==> src/rtl/frame_sequencer.sv <==
// frame_sequencer: per-frame scheduler for the tilt-matrix datapath.
// Every frame it runs IMU sample -> physics step -> WS2812 refresh. Each stage
// is kicked with a 1-cycle start pulse and ends on its done strobe or on a
// stage timeout. A period counter keeps frames FRAME_CYCLES apart.
//
// Ports
//   clk, rst_n         clock, async active-low reset
//   i_enable           run frames while high (current frame always completes)
//   o_imu_start   / i_imu_done    IMU stage handshake
//   o_phys_start  / i_phys_done   physics stage handshake
//   o_led_start   / i_led_done    LED refresh stage handshake
//   o_frame_tick       1-cycle pulse after the LED stage ends
//   o_busy             high outside IDLE
//   o_err_timeout[2:0] sticky stage timeout flags {led,phys,imu}
//   o_err_overrun      sticky: frame work exceeded the frame period
//   i_err_clr          clears sticky flags (a flag set in the same cycle wins)
//   o_frame_count[7:0] completed frames, wraps modulo 256
//   o_state_dbg[2:0]   state encoding IDLE=0 IMU=1 PHYS=2 LED=3 WAIT=4
module frame_sequencer #(
  parameter int FRAME_CYCLES   = 1_000_000,
  parameter int TIMEOUT_CYCLES = 65_535
) (
  input  logic       clk,
  input  logic       rst_n,
  input  logic       i_enable,
  output logic       o_imu_start,
  input  logic       i_imu_done,
  output logic       o_phys_start,
  input  logic       i_phys_done,
  output logic       o_led_start,
  input  logic       i_led_done,
  output logic       o_frame_tick,
  output logic       o_busy,
  output logic [2:0] o_err_timeout,
  output logic       o_err_overrun,
  input  logic       i_err_clr,
  output logic [7:0] o_frame_count,
  output logic [2:0] o_state_dbg
);

  localparam int PW = $clog2(FRAME_CYCLES);
  localparam int SW = $clog2(TIMEOUT_CYCLES);
  localparam logic [PW-1:0] PER_MAX = PW'(FRAME_CYCLES - 1);
  localparam logic [SW-1:0] STG_MAX = SW'(TIMEOUT_CYCLES - 1);

  typedef enum logic [2:0] {
    S_IDLE = 3'd0,
    S_IMU  = 3'd1,
    S_PHYS = 3'd2,
    S_LED  = 3'd3,
    S_WAIT = 3'd4
  } state_t;

  state_t        r_state;
  logic [PW-1:0] r_per;
  logic [SW-1:0] r_stg;
  logic          r_imu_start, r_phys_start, r_led_start, r_frame_tick;
  logic [2:0]    r_err_tmo;
  logic          r_err_ovr;
  logic [7:0]    r_frame_cnt;

  logic [2:0] w_stage;     // one-hot {led,phys,imu} of the active stage
  logic       w_first, w_done_ok, w_tmo, w_adv, w_per_sat, w_ovr_set;
  logic [2:0] w_tmo_set;

  always_comb begin
    w_stage = 3'b000;
    case (r_state)
      S_IMU:   w_stage = 3'b001;
      S_PHYS:  w_stage = 3'b010;
      S_LED:   w_stage = 3'b100;
      default: w_stage = 3'b000;
    endcase
  end

  // Start pulses are high exactly in a stage's first cycle, so they double as
  // the "ignore done in the start cycle" qualifier.
  assign w_first   = r_imu_start | r_phys_start | r_led_start;
  assign w_done_ok = |(w_stage & {i_led_done, i_phys_done, i_imu_done}) & ~w_first;
  assign w_tmo     = (|w_stage) & (r_stg == STG_MAX) & ~w_done_ok;
  assign w_adv     = w_done_ok | w_tmo;
  assign w_per_sat = (r_per == PER_MAX);
  assign w_tmo_set = w_stage & {3{w_tmo}};
  assign w_ovr_set = (r_state == S_LED) & w_adv & w_per_sat;

  always_ff @(posedge clk or negedge rst_n) begin
    if (!rst_n) begin
      r_state      <= S_IDLE;
      r_per        <= '0;
      r_stg        <= '0;
      r_imu_start  <= 1'b0;
      r_phys_start <= 1'b0;
      r_led_start  <= 1'b0;
      r_frame_tick <= 1'b0;
      r_err_tmo    <= '0;
      r_err_ovr    <= 1'b0;
      r_frame_cnt  <= '0;
    end else begin
      r_imu_start  <= 1'b0;
      r_phys_start <= 1'b0;
      r_led_start  <= 1'b0;
      r_frame_tick <= 1'b0;
      r_stg        <= r_stg + 1'b1;
      r_per        <= w_per_sat ? r_per : r_per + 1'b1;

      // Set beats clear for flags raised in the same cycle as i_err_clr.
      r_err_tmo <= (r_err_tmo & {3{~i_err_clr}}) | w_tmo_set;
      r_err_ovr <= (r_err_ovr & ~i_err_clr) | w_ovr_set;

      case (r_state)
        S_IDLE: begin
          r_per <= '0;
          if (i_enable) begin
            r_state     <= S_IMU;
            r_imu_start <= 1'b1;
            r_stg       <= '0;
          end
        end
        S_IMU: if (w_adv) begin
          r_state      <= S_PHYS;
          r_phys_start <= 1'b1;
          r_stg        <= '0;
        end
        S_PHYS: if (w_adv) begin
          r_state     <= S_LED;
          r_led_start <= 1'b1;
          r_stg       <= '0;
        end
        S_LED: if (w_adv) begin
          r_state      <= S_WAIT;
          r_frame_tick <= 1'b1;
          r_frame_cnt  <= r_frame_cnt + 8'd1;
        end
        S_WAIT: if (w_per_sat) begin
          if (i_enable) begin
            r_state     <= S_IMU;
            r_imu_start <= 1'b1;
            r_stg       <= '0;
            r_per       <= '0;
          end else begin
            r_state <= S_IDLE;
          end
        end
        default: r_state <= S_IDLE;
      endcase
    end
  end

  assign o_imu_start   = r_imu_start;
  assign o_phys_start  = r_phys_start;
  assign o_led_start   = r_led_start;
  assign o_frame_tick  = r_frame_tick;
  assign o_busy        = (r_state != S_IDLE);
  assign o_err_timeout = r_err_tmo;
  assign o_err_overrun = r_err_ovr;
  assign o_frame_count = r_frame_cnt;
  assign o_state_dbg   = r_state;

endmodule

==> config.mk <==
export PLATFORM = sky130hd
export DESIGN_NAME = frame_sequencer
export DESIGN_NICKNAME = d
export VERILOG_FILES = /design/src/rtl/frame_sequencer.sv
export SDC_FILE = /design/constraint.sdc
export NUM_CORES = 1
export LEC_CHECK = 0
export ABC_CLOCK_PERIOD_IN_PS = 3100
export CAP_MARGIN = 20
export CORE_ASPECT_RATIO = 1.25
export CORE_UTILIZATION = 55
export CTS_CLUSTER_SIZE = 14
export DETAILED_ROUTE_END_ITERATION = 8
export GPL_TIMING_DRIVEN = 0
export HOLD_SLACK_MARGIN = 0.03
export PLACE_DENSITY_LB_ADDON = 0.3
export SYNTH_ARGS = -nofsm -noshare
export SYNTH_HDL_FRONTEND = slang
export SYNTH_SLANG_ARGS = --single-unit
export TNS_END_PERCENT = 20
==> constraint.sdc <==
create_clock -name clk -period 3.1 [get_ports clk]
set_clock_uncertainty 0.2 [all_clocks]
set_input_delay 0.31 -clock clk [delete_from_list [all_inputs] [get_ports clk]]
set_output_delay 0.31 -clock clk [all_outputs]
set_load 0.05 [all_outputs]
==> results of run 1 <==
==> how the worst max path moves through the flow <==
stage / startpoint / to / slack [ns]
final: o_state_dbg[2] / o_frame_count[1] / 0.30
after global routing: o_state_dbg[2] / o_frame_count[1] / 0.20
after CTS: o_state_dbg[2] / o_frame_count[1] / 0.37
after detailed placement: o_state_dbg[2] / o_frame_count[1] / 0.39
after global placement: rst_n / o_frame_count[7] / -0.12
after floorplan: o_state_dbg[2] / o_frame_count[1] / 0.58
==> sequential cells by signal, indices dropped and copies added (netlist names) <==
register / flops
o_err_overrun: 1
o_err_timeout: 3
o_frame_count: 8
o_frame_tick: 1
o_imu_start: 1
o_led_start: 1
o_phys_start: 1
o_state_dbg: 3
r_per: 20
r_stg: 16
==> per-stage QoR <==
step | setup TNS, ns | power (µW) | util (%) | instance area (µm²) | hold slack, ns
global placement | -6.73 | 1900 | 64.2 | 3010 | 0.256
finish | 0 | 2340 | 66.9 | 3140 | 0.280
detailed placement | 0 | 1920 | 64.5 | 3030 | 0.155
floorplan | 0 | 1610 | - | 2680 | -0.186
CTS | 0 | 2350 | 66.9 | 3140 | 0.284
global route | 0 | 2470 | 66.9 | 3140 | 0.301
==> metal layers <==
layer | global-route usage [%] | up-vias | routed length [µm]
li1 | - | 990 | -
met5 | 0 | - | 0
met1 | 26.2 | 971 | 2350
met3 | 3.43 | 11 | 163
met2 | 36.5 | 44 | 2510
met4 | 8.89 | 0 | 99
==> cell usage in the layout, fill, tap and decap left out, types with 4 or more instances in the layout <==
cell,synthesis,layout
nand3_1,16,16
and3_1,4,4
clkdlybuf4s50_1,0,25
clkbuf_8,0,7
ha_1,4,4
nor3_1,11,11
dfrtp_1,55,55
nor2_1,49,49
xor2_1,15,15
nor4_1,6,6
inv_1,13,13
xnor2_1,26,26
nand4_1,8,8
a21oi_1,6,6
nand2_1,22,22
==> cells by family (layout without fill, tap and decap cells) <==
group | after synthesis | after routing | synth area share (%)
simple gates | 126 | 126 | 23.3
flops | 55 | 55 | 51.4
xor+xnor | 41 | 41 | 13.4
compound gates | 22 | 22 | 6.08
buf+inv | 19 | 55 | 3.04
fa+ha+maj | 4 | 4 | 1.87
mux | 2 | 2 | 0.841
==> final cells by class <==
type,count,share of cell area [%]
sequential,55,43.8
multi-input combinational,195,38.8
timing repair buffer,28,9.08
clock buffer,7,3.07
tap,60,2.39
inverter,13,1.55
buffer,6,1.04
clock inverter,1,0.239
==> power groups by stage <==
stage / registers, µW / clock network [µW] / logic (µW)
finish: 905 / 433 / 1010
global route: 920 / 466 / 1080
CTS: 905 / 443 / 1000
detailed placement: 919 / 0 / 1000
global placement: 918 / 0 / 977
floorplan: 1110 / 0 / 509
==> worst register-to-register path, cell delays in order, from the launching register on <==
cell and delay (ns):
dfrtp_1 0.39, clkbuf_1 0.22, nand3b_1 0.21, nor4_1 0.55, a22oi_1 0.35, nor2_1 0.37
mux2_2 0.38
==> results.cfg, run 1 <==
[outcome]
status = finished, final reports clean

[drt]
drc = 0
via_per_inst = 5.52
vias = 2016
ant_nets = 0
drt_iter0_drc = 144
finalWirelength_um = 5120
post_drt_wl_per_cell_um = 14.0
dr.pass1.iters = 4

[setup_path]
cp-end-kind = flip-flop
ff2ff_path_depth = 6
cpPeakStageDelay_ns = 0.55
worstReg2RegEnd = o_frame_count[1]
r2r_start = o_state_dbg[2]
cp_cell_sequence = clkbuf_1 -> nand3b_1 -> nor4_1 -> a22oi_1 -> nor2_1 -> mux2_2
crit_family = simple AND/OR/NAND/NOR gates
worst_path_max_delay_cell = nor4_1
reg2reg_slack_ns = 0.30
path_buf_inv = 1
worst-path-stages = 6
crit_fanout = 9
crit_arrival_ns = 2.79
critPathKind = flip-flop to flip-flop
critPathLaunchType = flip-flop
required_ns = 3.09

[grt]
grt_pass1_vias = 1953
grt_pass1_wl_um = 8450
grt.overflow.total = 0
grt_max_degree = 30
antenna_found_initial = 0
grt.total_usage_pct = 21.2

[clocking]
cts_tree = yes
clockBufferDepth = 2
cts-root-buf = clkbuf_8
clk_pin_slew_ns = 0.10
cts_setup_buffers = 0
insertion_delay_ns = 0.31
htreeDepth = 2
hold_buffers = 1
cts_made_buffers = 5
cts_resized = 0
clock_sinks = 55

[place]
dp_hpwl_um = 3660
dp_cells = 356
gp_congestion = 0.827
portBuffers = 26
post-place-ws_ns = 0.393

[yosys]
yosysSeqAreaShare_pct = 51.4
synth_edf_count = 0
yosysMostFrequentCell = dfrtp_1
synth-seq-cells = 55
synth_fp_nets = 280
yosys.area.top_type = dfrtp_1
synth.avg_cell_area_um2 = 9.95
synth_ff_type = dfrtp_1
syn_area_um2 = 2680
synth_common_cells = 55 x dfrtp_1, 49 x nor2_1, 26 x xnor2_1, 22 x nand2_1, 16 x nand3_1
synth_top_area_share_pct = 51.4
yosys_warnings = 0
synth_area_leaders = dfrtp_1 51%, xnor2_1 8.5%, nor2_1 6.9%
syn_inst = 269
synthDistinctLibCells = 37
ys_async_sr_fraction_pct = 100

[power]
seq_power_share_pct = 38.6
clkPwrFrac_pct = 18.5
power_frac_comb_pct = 42.9
p_int_uw = 1350
leakage_uw = 0.00132
peakVddDrop_mv = 0.619
switchingPower_uw = 995
power.share.switching_pct = 42.5
power-per-cell-area_nw_per_um2 = 746

[min_path]
min_path_type = flip-flop to flip-flop
min_from = o_frame_count[7]
hold_depth = 1
hold_path_end = o_frame_count[7]

[sta]
hold_viol = 0
period_share_pct = 90.2
post-route-min-period_ns = 2.80
tightest_slew_ns = 0.629
slew_headroom_pct = 58.1
fmax_ghz = 0.358
final-setup-viol-count = 0
worst_slack_ns = 0.304
maxSlewViolCount = 0
rsz0062_at_grt = no

[cells_and_area]
multi_input_area_um2 = 1220
drive_gt1_share_pct = 6.56
finalNonFillerCells = 365
regArea_um2 = 1380
area_delta_synth_final_pct = 17.3
nets = 315
n_antenna_cell = 0
fill_cells = 383

[flow_run]
cap_violations = 0

[floorplanning]
row_count = 28
initial_core_util_pct = 57.0
die_h_um = 80.0
core_um2 = 4690
dieWidth_um = 64.4
die_area_um2 = 5150
io_pins = 27
No activity file was read; power rests on OpenSTA's default activity.
==> run 2: changes to the inputs <==
Settings changed: CTS_CLUSTER_DIAMETER from default to 100, RECOVER_POWER from default to 100.
==> results.cfg, run 2 (synthesis gave the netlist of run 1 again) <==
[cells_and_area]
finalNonFillerCells = 365
regArea_um2 = 1380
final_cell_mix = 55 x dfrtp_1, 49 x nor2_1, 26 x xnor2_1
n_antenna_cell = 0
fill_cells = 386
nets = 315
final_common_cell = dfrtp_1
final_util_pct = 66.4
multi_input_area_um2 = 1210
drive_gt1_share_pct = 5.25
top_register = r_per
largest_reg_flops = 20
area_delta_synth_final_pct = 16.5

[grt]
grt_pass1_vias = 1953
grt.overflow.total = 0
grt_max_degree = 30
grt.total_usage_pct = 21.2
antenna_found_initial = 0
grt_pass1_wl_um = 8450

[floorplanning]
initial_core_util_pct = 57.0
dieWidth_um = 64.4
die_area_um2 = 5150
die_h_um = 80.0
core_um2 = 4690
row_count = 28
io_pins = 27

[sta]
rsz0062_at_grt = no
maxSlewViolCount = 0
final-setup-viol-count = 0
fmax_ghz = 0.359
period_share_pct = 89.7
hold_viol = 0
tightest_slew_ns = 1.37
slew_headroom_pct = 8.80
post-route-min-period_ns = 2.78

[setup_path]
cp_cell_sequence = clkbuf_1 -> nand3b_1 -> nor4_1 -> a22oi_1 -> nor2_1 -> mux2_2
worst_path_max_delay_cell = nor4_1
cpPeakStageDelay_ns = 0.55
cp-end-kind = flip-flop
required_ns = 3.10
crit_family = simple AND/OR/NAND/NOR gates
path_buf_inv = 1
crit_arrival_ns = 2.78
crit_fanout = 9
critPathLaunchType = flip-flop
critPathKind = flip-flop to flip-flop

[clocking]
htreeDepth = 2
insertion_delay_ns = 0.31
clockBufferDepth = 2
cts_setup_buffers = 0
clock_sinks = 55
cts_tree = yes
clk_pin_slew_ns = 0.10
cts_made_buffers = 5
cts-root-buf = clkbuf_8
cts_resized = 0

[drt]
drt_iter0_drc = 145
post_drt_wl_per_cell_um = 14.1
finalWirelength_um = 5130
dr.pass1.iters = 4
vias = 2006
via_per_inst = 5.50
drc = 0
ant_nets = 0

[power]
leakage_uw = 0.00135
peakVddDrop_mv = 0.614
power-per-cell-area_nw_per_um2 = 740
finalPower_uw = 2310

[flow_run]
cap_violations = 0

[min_path]
min_path_type = flip-flop to flip-flop

[outcome]
status = finished, final reports clean

[place]
dp_cells = 356
gp_congestion = 0.827
portBuffers = 26
dp_hpwl_um = 3660
-- run 2: cell count changes in the layout (fill, tap and decap cells not counted), sizes merged --
cell and delta:
clkdlybuf4s50 -20, dlygate4sd3 +20, buf -4, clkbuf +4
-- run 2: timing repair --
action | in CTS | in global routing
setup endpoints to repair | 0 | 0
endpoints found under the hold margin | 26 | 0
hold buffers | 1 | 0
-- run 2: worst paths after layout --
check	from	end	slack (ns)	depth (start not counted)
max in group asynchronous	rst_n	r_per[2]	0.66	3
max	o_state_dbg[2]	o_frame_count[1]	0.32	6
min in group asynchronous	rst_n	r_stg[4]	0.63	2
min	o_frame_count[7]	o_frame_count[7]	0.27	1
max reg2reg	o_state_dbg[2]	o_frame_count[1]	0.32	6
min reg2reg	o_frame_count[7]	o_frame_count[7]	0.27	1
-- run 2: per-stage QoR --
step / setup slack, ns / setup TNS, ns / area (µm²) / hold slack, ns
5_1_grt: 0.138 / 0 / 3120 / 0.296
4_1_cts: 0.371 / 0 / 3140 / 0.284
2_1_floorplan: 0.575 / 0 / 2680 / -0.186
6_report: 0.318 / 0 / 3120 / 0.275
3_5_place_dp: 0.393 / 0 / 3030 / 0.155
3_3_place_gp: -0.125 / -6.73 / 3010 / 0.256
-- run 2: where the power goes --
part           internal, µW  leakage, µW  switching (µW)  total, µW
logic                   299     0.000557             673        972
clock network           204    0.0000505             230        433
registers               814     0.000748            88.7        902
total                  1320      0.00135             991       2310
-- run 2: per-layer routing --
metal,up-vias,global-route usage [%],wire [µm]
met4,0,8.89,108
met5,-,0,0
met3,11,3.43,145
met2,40,36.5,2520
li1,989,-,-
met1,966,26.2,2360
-- run 2: layout make-up --
class / instances / share of cell area, %
clock inverters: 1 / 0.241
repair buffers: 28 / 8.63
flip-flops and latches: 55 / 44.1
inverters: 13 / 1.57
plain buffers: 6 / 0.963
well taps: 60 / 2.41
clock buffers: 7 / 3.09
multi-input cells: 195 / 39.0
==> run 3: changes to the inputs <==
Settings changed: GPL_TIMING_DRIVEN 0 to default.
==> results.cfg, run 3 (synthesis gave the netlist of run 1 again) <==
[outcome]
status = finished with violations
violations = capacitance limit, slew limit

[sta]
final-setup-viol-count = 0
fin_tns_setup_ns = 0
slew_headroom_pct = -28.1
fmax_ghz = 0.365
period_share_pct = 88.5
rsz0062_at_grt = no
worst_slack_ns = 0.358
post-route-min-period_ns = 2.74
hold_viol = 0
maxSlewViolCount = 37
tightest_slew_ns = 1.92

[setup_path]
reg2reg_slack_ns = 0.36
worst_path_max_delay_cell = clkbuf_1
critPathLaunch = r_per[7]
critPathLaunchType = flip-flop
critPathKind = flip-flop to flip-flop
cp_cell_sequence = or4_1 -> nor4_4 -> a31oi_1 -> nor3_2 -> clkbuf_1 -> nor2_1
crit_fanout = 20
r2r_start = r_per[7]
crit_arrival_ns = 2.70
cp-end-kind = flip-flop
required_ns = 3.05
cpPeakStageDelay_ns = 0.66

[grt]
grt_pass1_wl_um = 8880
grt_max_degree = 37
top_usage_layer = met2
grt_use_met3_pct = 3.43
grt_pass1_vias = 1970
grt.overflow.total = 0
grt.total_usage_pct = 22.4
met2_usage_pct = 39.1
grt_use_met1_pct = 28.3
antenna_found_initial = 0

[floorplanning]
initial_core_util_pct = 57.0
die_h_um = 80.0
dieWidth_um = 64.4
row_count = 28
die_area_um2 = 5150
core_um2 = 4690
io_pins = 27

[cells_and_area]
top_register = r_per
area_delta_synth_final_pct = 16.7
n_antenna_cell = 0
finalNonFillerCells = 366
final_common_cell = dfrtp_1
final_cell_mix = 55 x dfrtp_1, 49 x nor2_1, 26 x xnor2_1
nets = 316
drive_gt1_share_pct = 6.54
largest_reg_flops = 20

[drt]
drt_iter0_drc = 106
via_per_inst = 5.46
drc = 0
ant_nets = 0
post_drt_wl_per_cell_um = 14.3
finalWirelength_um = 5240
dr.pass1.iters = 4
vias = 2000

[clocking]
hold_buffers = 1
cts_resized = 0
cts_tree = yes
htreeDepth = 2
insertion_delay_ns = 0.31
cts_made_buffers = 5
clockBufferDepth = 2
clock_sinks = 55
clk_pin_slew_ns = 0.09
cts_setup_buffers = 0
cts-root-buf = clkbuf_8

[power]
leakage_uw = 0.00137
peakVddDrop_mv = 0.531
power-per-cell-area_nw_per_um2 = 722

[place]
post-place-ws_ns = 0.596
gp_congestion = 0.815
dp_cells = 357
dp_hpwl_um = 3750
portBuffers = 26

[flow_run]
cap_violations = 1

[min_path]
min_from = o_frame_count[7]
min_path_type = flip-flop to flip-flop
[run 3: power by group]
part / total [µW] / switching, µW / internal, µW
registers: 916 / 103 / 814
clock network: 408 / 225 / 183
logic: 929 / 638 / 291
total: 2250 / 966 / 1290
[run 3: cell type report]
class | count | area (µm²)
Clock inverter | 1 | 8.76
Fill cell | 382 | 1570
Timing Repair Buffer | 35 | 312
Clock buffer | 7 | 86.3
Multi-Input combinational cell | 195 | 1220
Inverter | 13 | 48.8
Sequential cell | 55 | 1380
Tap cell | 60 | 75.1
[run 3: final timing paths]
kind	end	depth (start not counted)
max in group asynchronous	r_stg[13]	3
min in group asynchronous	r_stg[1]	2
hold reg to reg	o_frame_count[7]	1
setup reg to reg	r_per[5]	6
hold / removal	o_frame_count[7]	1
setup / recovery	r_per[5]	6
[run 3: critical path: cells and delay by family, from the launching register on]
family | cells | cell delay (ns)
buffers and inverters | 1 | 0.66
AND/OR/NAND/NOR | 4 | 1.14
AO/OA/AOI/OAI | 1 | 0.14
flip-flops | 1 | 0.45
[run 3: per-stage QoR]
stage / utilization (%) / cell area [µm²] / total power, µW / hold WS, ns
finish: 66.5 / 3120 / 2250 / 0.269
global placement: 64.7 / 3040 / 1890 / 0.252
detailed placement: 64.7 / 3040 / 1910 / 0.240
floorplan: - / 2680 / 1610 / -0.186
CTS: 67.0 / 3140 / 2320 / 0.274
global route: 66.5 / 3120 / 2400 / 0.288
[run 3: metal layers]
layer	part of all wire, %	routed length, µm	vias up
met5	0	0	-
met4	1.2	63	0
met3	3.3	175	6
met2	50	2640	42
met1	45	2360	968
li1	-	-	984
